==> src/rtl/fp_add_writeback.sv <==
// fp_add_writeback: in-order writeback/trap stage behind the FP adder, owning fcsr flags/cause/enables.
// Optional FP_WB_FLUSH_EN adds a flush input that empties the buffer and drops a pending trap.
module fp_add_writeback #(
    parameter int REG_ADDR_W = 5,
    parameter int DEPTH      = 2
) (
    input  logic                  clk,
    input  logic                  rst_n,
    input  logic                  in_valid,
    output logic                  in_ready,
    input  logic [31:0]           in_result,
    input  logic [REG_ADDR_W-1:0] in_dest,
    input  logic                  in_underflow,
    input  logic                  in_overflow,
    input  logic                  in_inexact,
    input  logic                  wb_stall,
    output logic                  wb_en,
    output logic [REG_ADDR_W-1:0] wb_addr,
    output logic [31:0]           wb_data,
    input  logic                  csr_we,
    input  logic [5:0]            csr_wdata,
    output logic [2:0]            fcsr_flags,
    output logic [2:0]            fcsr_cause,
    output logic [2:0]            fcsr_enables,
`ifdef FP_WB_FLUSH_EN
    input  logic                  flush,
`endif
    output logic                  trap,
    output logic                  trap_pending,
    input  logic                  trap_ack
);
    localparam int AW = $clog2(DEPTH);
`ifndef FP_WB_FLUSH_EN
    localparam logic flush = 1'b0;
`endif
    logic [31:0]           res_q  [DEPTH];
    logic [REG_ADDR_W-1:0] dest_q [DEPTH];
    logic [2:0]            cause_q[DEPTH];
    logic [AW-1:0]         rd_ptr, wr_ptr;
    logic [AW:0]           count;
    logic [2:0]            c;
    logic                  push, pop, hit, commit;
    // rst_n gating keeps in_ready low while the stage is held in reset
    assign in_ready = rst_n & (count < (AW+1)'(DEPTH)) & ~trap_pending;
    assign push     = in_valid & in_ready & ~flush;
    assign pop      = (count != '0) & ~wb_stall & ~trap_pending & ~flush;
    assign c        = cause_q[rd_ptr];
    assign hit      = |(c & fcsr_enables);
    assign commit   = pop & ~hit;
    always_ff @(posedge clk) begin
        if (push) begin
            res_q[wr_ptr]   <= in_result;
            dest_q[wr_ptr]  <= in_dest;
            cause_q[wr_ptr] <= {in_overflow, in_underflow, in_inexact};
        end
    end
    always_ff @(posedge clk or negedge rst_n) begin
        if (!rst_n) begin
            rd_ptr       <= '0;
            wr_ptr       <= '0;
            count        <= '0;
            wb_en        <= 1'b0;
            wb_addr      <= '0;
            wb_data      <= '0;
            fcsr_flags   <= '0;
            fcsr_cause   <= '0;
            fcsr_enables <= '0;
            trap         <= 1'b0;
            trap_pending <= 1'b0;
        end else begin
            wb_en <= commit;
            trap  <= pop & hit;
            if (flush) begin
                rd_ptr <= '0;
                wr_ptr <= '0;
                count  <= '0;
            end else begin
                rd_ptr <= pop ? rd_ptr + AW'(1) : rd_ptr;
                wr_ptr <= push ? wr_ptr + AW'(1) : wr_ptr;
                count  <= count + (AW+1)'(push) - (AW+1)'(pop);
            end
            if (commit) begin
                wb_addr <= dest_q[rd_ptr];
                wb_data <= res_q[rd_ptr];
            end
            if (pop)
                fcsr_cause <= c;
            // a trapped entry reports its cause but never accrues into the sticky flags
            if (csr_we)
                fcsr_flags <= csr_wdata[2:0] | (commit ? c : 3'b000);
            else if (commit)
                fcsr_flags <= fcsr_flags | c;
            if (csr_we)
                fcsr_enables <= csr_wdata[5:3];
            if (flush)
                trap_pending <= 1'b0;
            else if (pop & hit)
                trap_pending <= 1'b1;
            else if (trap_ack)
                trap_pending <= 1'b0;
        end
    end
endmodule

==> config.mk <==
export PLATFORM = sky130hd
export DESIGN_NAME = fp_add_writeback
export DESIGN_NICKNAME = d
export VERILOG_FILES = /design/src/rtl/fp_add_writeback.sv
export SDC_FILE = /design/constraint.sdc
export NUM_CORES = 1
export LEC_CHECK = 0
export ABC_AREA = 0
export CAP_MARGIN = 20
export CORE_MARGIN = 8
export CORE_UTILIZATION = 40
export DETAILED_ROUTE_END_ITERATION = 8
export PLACE_DENSITY = 0.72
export SLEW_MARGIN = 20
export SYNTH_ARGS = -nofsm -noshare
export SYNTH_HDL_FRONTEND = slang
export SYNTH_SLANG_ARGS = --single-unit
==> constraint.sdc <==
create_clock -name clk -period 4.95 [get_ports clk]
set_clock_uncertainty 0.05 [all_clocks]
set_input_delay 1.2375 -clock clk [delete_from_list [all_inputs] [get_ports clk]]
set_output_delay 1.2375 -clock clk [all_outputs]
set_load 0.01 [all_outputs]
==> results of run 1 <==
## path summary, 6_finish.rpt
check	start	slack, ps	end
min	wb_data[28]$_DFFE_PN0N_	450	wb_data[28]$_DFFE_PN0N_
max in group asynchronous	rst_n	3410	rd_ptr$_DFFE_PN0P_
max reg2reg	rd_ptr$_DFFE_PN0P_	1840	wb_data[6]$_DFFE_PN0N_
max	rst_n	1360	in_ready
min reg2reg	wb_data[28]$_DFFE_PN0N_	450	wb_data[28]$_DFFE_PN0N_
min in group asynchronous	rst_n	940	wb_data[25]$_DFFE_PN0N_
## synthesized netlist by cell type, types with 2 or more instances
| master | count | share of area (%) |
|---|---|---|
| nand2_1 | 4 | 0.30 |
| mux2i_1 | 4 | 0.79 |
| xnor2_1 | 3 | 0.52 |
| inv_1 | 4 | 0.30 |
| a21oi_1 | 2 | 0.20 |
| buf_2 | 2 | 0.20 |
| o21ai_0 | 3 | 0.30 |
| mux2_4 | 20 | 5.9 |
| clkbuf_1 | 5 | 0.37 |
| edfxtp_1 | 80 | 48 |
| a211o_1 | 2 | 0.35 |
| dfrtp_1 | 53 | 26 |
| ha_1 | 2 | 0.50 |
| nor2_1 | 4 | 0.30 |
| mux2_2 | 61 | 14 |
| buf_6 | 4 | 0.89 |
## per-stage QoR
stage | utilization (%) | hold WS [ps]
CTS | 54.6 | 454
detailed placement | 50.2 | 444
floorplan | - | 411
global placement | 50.2 | 442
global route | 54.6 | 472
finish | 54.6 | 453
## flip-flops by register name, summed over array words and instances, names as in the netlist
signal and cells:
trap_pending 1, trap 1, rd_ptr 1, wb_en 1, dest_q 10, count 2
wb_data 32, cause_q 6, res_q 64, fcsr_flags 3, fcsr_cause 3, wb_addr 5
wr_ptr 1, fcsr_enables 3
## cell type report
type | instances | share of cell area, %
repair buffers | 107 | 15.4
flip-flops and latches | 133 | 54.8
clock buffers | 27 | 7.39
well taps | 172 | 3.16
inverters | 4 | 0.221
multi-input cells | 114 | 18.3
clock inverters | 5 | 0.735
## critical path: stages
cell and delay, ps:
buf_2 100, nor3b_1 340, clkdlybuf4s50_1 620
## power by group through the flow
stage	Combinational, W	Clock (W)	Sequential (W)
floorplan	0.000628	0	0.00167
global placement	0.00120	0	0.00165
detailed placement	0.00124	0	0.00166
CTS	0.00125	0.00120	0.00165
global route	0.00131	0.00124	0.00167
finish	0.00122	0.00116	0.00164
## logic make-up after synthesis
logic type | share of synthesized area, %
muxes | 20.4
and+or+nand+nor | 1.07
adders and majority gates | 0.496
xor gates and xnor gates | 0.694
AOI/OAI and AO/OA | 1.76
DFF | 73.9
buffers and inverters | 1.76
## routing by layer
layer | up-vias | GRT usage (%) | wire length (microns)
met4 | 2 | 7.13 | 206
met5 | - | 0 | 15
met3 | 21 | 6.45 | 752
met1 | 1328 | 13.9 | 4010
met2 | 82 | 20.8 | 4980
li1 | 1214 | - | -
==> results.py, run 1 <==
metrics = {
    "outcome": {
        "status": "finished clean",
    },
    "hold_path": {
        "hp-class": "reg2reg",
        "min_path_cells": 1,
    },
    "setup_path": {
        "cp-end-kind": "output pin",
        "crit_required_ps": 3660,
        "cp.arrival_ps": 2300,
        "reg2reg_depth": 5,
        "critPathMaxFanout": 3,
        "start_kind": "input pin",
        "path_class": "in2out",
    },
    "power": {
        "netSwitchingPower_w": 0.00106,
        "power_per_cell_area_nw_per_um2": 590,
        "p_leak_nw": 2.62,
        "switching_share_pct": 26.3,
        "finalPower_w": 0.00402,
        "pwr-share-clk_pct": 29.0,
        "vdd_drop_max_v": 0.000311,
        "pwr-share-comb_pct": 30.3,
        "power_frac_seq_pct": 40.7,
        "internal_power_w": 0.00296,
    },
    "flow_run": {
        "maxCapViolations": 0,
    },
    "timing": {
        "relSlewSlack_pct": 29.9,
        "final-hold-violation-count": 0,
        "setup_ws_ps": 1360,
        "timing.final.crit_share_pct": 72.5,
        "slew_viol_final": 0,
        "setup_violations": 0,
        "setup_tns_ps": 0,
        "period_minus_slack_ps": 3590,
        "tightest_slew_ps": 1050,
        "fmaxAchievable_mhz": 279,
        "grt_setup_unrepaired": "no",
    },
    "final_layout": {
        "syn2layout_area_growth_pct": 34.9,
        "drive_gt1_share_pct": 30.5,
        "fillers": 1004,
        "nNetsFinal": 431,
        "antennaDiodeCount": 0,
        "regArea_sq_um": 3730,
        "fin_area_sq_um": 6810,
        "multi_input_area_sq_um": 1240,
        "mostFrequentLayoutCells": "100 x clkdlybuf4s50_1, 80 x edfxtp_1, 61 x mux2_2",
        "layout.cells.non_filler": 562,
        "mostFrequentLayoutCell": "clkdlybuf4s50_1",
    },
    "synthesis": {
        "synth_area_per_cell_sq_um": 19.3,
        "synthArstFlopShare_pct": 39.8,
        "synth_cells": 262,
        "synthDistinctLibCells": 25,
        "syn_nets": 316,
        "synth_edf_count": 80,
        "ys.flop_type": "edfxtp_1",
        "yosys_warnings": 0,
        "synth_seq_cells": 133,
        "seq_area_frac_synth_pct": 73.9,
        "syn_area_sq_um": 5050,
    },
    "global_route": {
        "overflow": 0,
        "grt_use_total_pct": 13.0,
        "grt_max_degree": 54,
        "grt_pass1_vias": 2907,
        "grt_pass1_wl_microns": 15700,
        "grt_antenna_before_repair": 1,
    },
    "placement": {
        "place_area_sq_um": 6250,
        "post-place-cells": 530,
        "dp_slack_ps": 1170,
        "gp_routability_congestion": 0.728,
        "hpwlAfterDp_microns": 6430,
        "io_buffer_count": 101,
    },
    "drt": {
        "via_count": 2647,
        "antenna_left": 0,
        "vias_per_cell": 4.71,
        "finalWirelength_microns": 9970,
        "drc": 0,
        "drt_first_pass_iters": 4,
        "wire_per_inst_microns": 17.7,
        "drt_iter0_drc": 127,
    },
    "floorplanning": {
        "dieArea_sq_um": 16500,
        "core-area_sq_um": 12500,
        "initial_core_util_pct": 40.5,
        "row_count": 41,
        "io_pins": 102,
        "chipWidth_microns": 128,
        "die_h_microns": 128,
    },
    "clock_network": {
        "root_buffer": "clkbuf_16",
        "clockBufferDepth": 2,
        "clkTransAtPathRegs_ps": 50,
        "tritoncts": "yes",
        "cts-htree-levels": 4,
        "clkLatencyLatePin_ps": 420,
        "cts.sinks": 133,
        "cts_inserted_buffers": 17,
        "cts-resized-gates": 0,
        "cts_hold_buf": 0,
        "cts_setup_buffers": 0,
    },
}
Power figures use the tool's default switching activity.
==> run 2, diff against run 1 <==
--- a/config.mk
+++ b/config.mk
@@ -10,7 +10,7 @@
 export CORE_MARGIN = 8
 export CORE_UTILIZATION = 40
 export DETAILED_ROUTE_END_ITERATION = 8
-export PLACE_DENSITY = 0.72
+export PLACE_DENSITY = 0.74
 export SLEW_MARGIN = 20
 export SYNTH_ARGS = -nofsm -noshare
 export SYNTH_HDL_FRONTEND = slang
==> constraint.sdc (replaced) <==
create_clock -name clk -period 3.1 [get_ports clk]
set_clock_uncertainty 0.05 [all_clocks]
set_input_delay 0.775 -clock clk [delete_from_list [all_inputs] [get_ports clk]]
set_output_delay 0.775 -clock clk [all_outputs]
set_load 0.01 [all_outputs]
==> run 2 against run 1 <==
Against the previous run: first-iteration DRC count down 40%; utilization is 1.0 points higher; final area up 1.9%; sequential cell count stayed put; sequential power increased by 57%; global-route usage decreased by 0.72 points; non-clock buffer count increased by 1; setup slack worse by 860 ps; routed wire length is 4.2% lower; sequential share of layout area is 1.0 points lower; critical path type unchanged.
==> results.py, run 2 (synthesized netlist as in run 1, its figures left out) <==
metrics = {
    "clock_network": {
        "cts-resized-gates": 0,
        "tritoncts": "yes",
        "cts_hold_buf": 0,
        "cts_setup_buffers": 0,
        "cts-htree-levels": 4,
        "clkLatencyLatePin_ps": 410,
        "cts.sinks": 133,
        "clockBufferDepth": 2,
        "clkTransAtPathRegs_ps": 60,
        "cts_inserted_buffers": 17,
        "root_buffer": "clkbuf_16",
    },
    "floorplanning": {
        "chipWidth_microns": 128,
        "die_h_microns": 128,
        "row_count": 41,
        "core-area_sq_um": 12500,
        "io_pins": 102,
        "initial_core_util_pct": 40.5,
        "dieArea_sq_um": 16500,
    },
    "final_layout": {
        "multi_input_area_sq_um": 1240,
        "drive_gt1_share_pct": 32.0,
        "regArea_sq_um": 3730,
        "largest_reg_flops": 64,
        "fillers": 986,
        "mostFrequentLayoutCell": "clkdlybuf4s50_1",
        "reg_top3": "res_q (64), wb_data (32), dest_q (10)",
        "syn2layout_area_growth_pct": 37.4,
        "nNetsFinal": 432,
        "top_register": "res_q",
        "antennaDiodeCount": 0,
        "fin_area_sq_um": 6940,
        "mostFrequentLayoutCells": "100 x clkdlybuf4s50_1, 80 x edfxtp_1, 61 x mux2_2",
    },
    "power": {
        "netSwitchingPower_w": 0.00171,
        "pwr-share-comb_pct": 29.3,
        "power_frac_seq_pct": 38.4,
        "power_per_cell_area_nw_per_um2": 966,
        "p_leak_nw": 2.67,
        "pwr-share-clk_pct": 32.3,
        "vdd_drop_max_v": 0.000347,
        "finalPower_w": 0.00670,
        "switching_share_pct": 25.5,
        "internal_power_w": 0.00499,
    },
    "setup_path": {
        "slowest_stage": "clkdlybuf4s50_1",
        "r2r_slack_ps": 940,
        "critPathBufInv": 2,
        "critical_path_cell_count": 3,
        "rr_startpoint": "rd_ptr$_DFFE_PN0P_",
        "startpoint": "rst_n",
        "r2r_end": "wb_addr[3]$_DFFE_PN0N_",
        "reg2reg_depth": 5,
        "start_kind": "input pin",
        "critPathTopFamily": "buffers and inverters",
        "cp.arrival_ps": 1780,
        "cp-end-kind": "output pin",
        "crit_path_cell_trace": "buf_2 > nor3b_1 > clkdlybuf4s50_1",
        "crit_required_ps": 2270,
        "path_class": "in2out",
        "critPathMaxFanout": 3,
        "critPathCapture": "in_ready",
        "cp_slowest_stage_delay_ps": 610,
    },
    "global_route": {
        "grt_use_total_pct": 12.3,
        "grt_antenna_before_repair": 0,
        "grt_pass1_vias": 2909,
        "overflow": 0,
        "grt_max_degree": 54,
        "grt_pass1_wl_microns": 15200,
    },
    "placement": {
        "io_buffer_count": 101,
        "hpwlAfterDp_microns": 6070,
        "gp_routability_congestion": 0.751,
        "place_area_sq_um": 6290,
    },
    "timing": {
        "setup_tns_ps": 0,
        "setup_violations": 0,
        "slew_viol_final": 0,
        "period_minus_slack_ps": 2600,
        "fmaxAchievable_mhz": 385,
        "grt_setup_unrepaired": "no",
        "tightest_slew_ps": 704,
        "final-hold-violation-count": 0,
        "relSlewSlack_pct": 53.0,
        "timing.final.crit_share_pct": 83.9,
    },
    "outcome": {
        "status": "finished clean",
    },
    "drt": {
        "drc": 0,
        "via_count": 2638,
        "wire_per_inst_microns": 17.0,
        "vias_per_cell": 4.69,
        "antenna_left": 0,
        "drt_iter0_drc": 76,
        "drt_first_pass_iters": 4,
        "finalWirelength_microns": 9550,
    },
    "flow_run": {
        "maxCapViolations": 0,
    },
    "hold_path": {
        "hp-class": "reg2reg",
    },
}
-- run 2: cell types whose count changed in the layout (fill, tap and decap cells not counted) --
| cell | previous run | this run |
|---|---|---|
| buf_12 | 0 | 2 |
| buf_4 | 6 | 5 |
| bufinv_16 | 1 | 5 |
| clkbuf_1 | 6 | 1 |
| clkbuf_8 | 4 | 1 |
| clkinv_2 | 4 | 3 |
| clkinv_4 | 0 | 2 |
| clkinvlp_4 | 0 | 3 |
-- run 2: worst min path at each step --
stage                     slack [ps]                       from  cells past startpoint                   endpoint
after global routing             460    wb_data[28]$_DFFE_PN0N_                      1    wb_data[28]$_DFFE_PN0N_
after detailed placement         440         count[1]$_DFF_PN0_                      1         count[1]$_DFF_PN0_
after global placement           440         count[1]$_DFF_PN0_                      1         count[1]$_DFF_PN0_
final                            450  fcsr_flags[2]$_DFFE_PN0P_                      2  fcsr_flags[2]$_DFFE_PN0P_
after CTS                        450         count[1]$_DFF_PN0_                      1         count[1]$_DFF_PN0_
after floorplan                  420         count[1]$_DFF_PN0_                      1         count[1]$_DFF_PN0_
-- run 2: power by group through the flow --
stage	Sequential, W	Clock, W	Combinational [W]
after floorplan	0.00267	0	0.00100
after global routing	0.00263	0.00228	0.00210
after global placement	0.00261	0	0.00196
after CTS	0.00259	0.00221	0.00201
after detailed placement	0.00261	0	0.00200
final	0.00258	0.00216	0.00196
-- run 2: worst reg2reg max path, stage by stage, from the launching register on --
cell     delay, ps
dfrtp_2        540
mux2_2         310
nand2_1        100
nand3_2         80
buf_4          530
mux2_2         430
-- run 2: layer usage --
layer	part of all wire [%]	track usage (%)	up-vias	wire (microns)
li1	-	-	1220	-
met1	43	14.2	1327	4110
met2	48	19.6	76	4630
met3	6.5	4.72	15	620
met4	2.0	6.36	0	192
met5	0	0	-	0
-- run 2: area by class of cell --
class	count	share of cell area, %
clock buffers	19	6.39
inverters	4	0.216
clock inverters	13	2.96
well taps	172	3.10
multi-input cells	114	17.9
repair buffers	108	15.6
flip-flops and latches	133	53.8
-- run 2: metrics by stage --
| stage | hold WS, ps | util, % | setup WS (ps) | instances |
|---|---|---|---|---|
| 6_report | 450 | 55.6 | 500 | 563 |
| 5_1_grt | 463 | 55.6 | 401 | 563 |
| 4_1_cts | 450 | 55.6 | 489 | 563 |
| 3_5_place_dp | 443 | 50.4 | 491 | 531 |
| 3_3_place_gp | 436 | 50.4 | 516 | 531 |
| 2_1_floorplan | 418 | - | 191 | 262 |
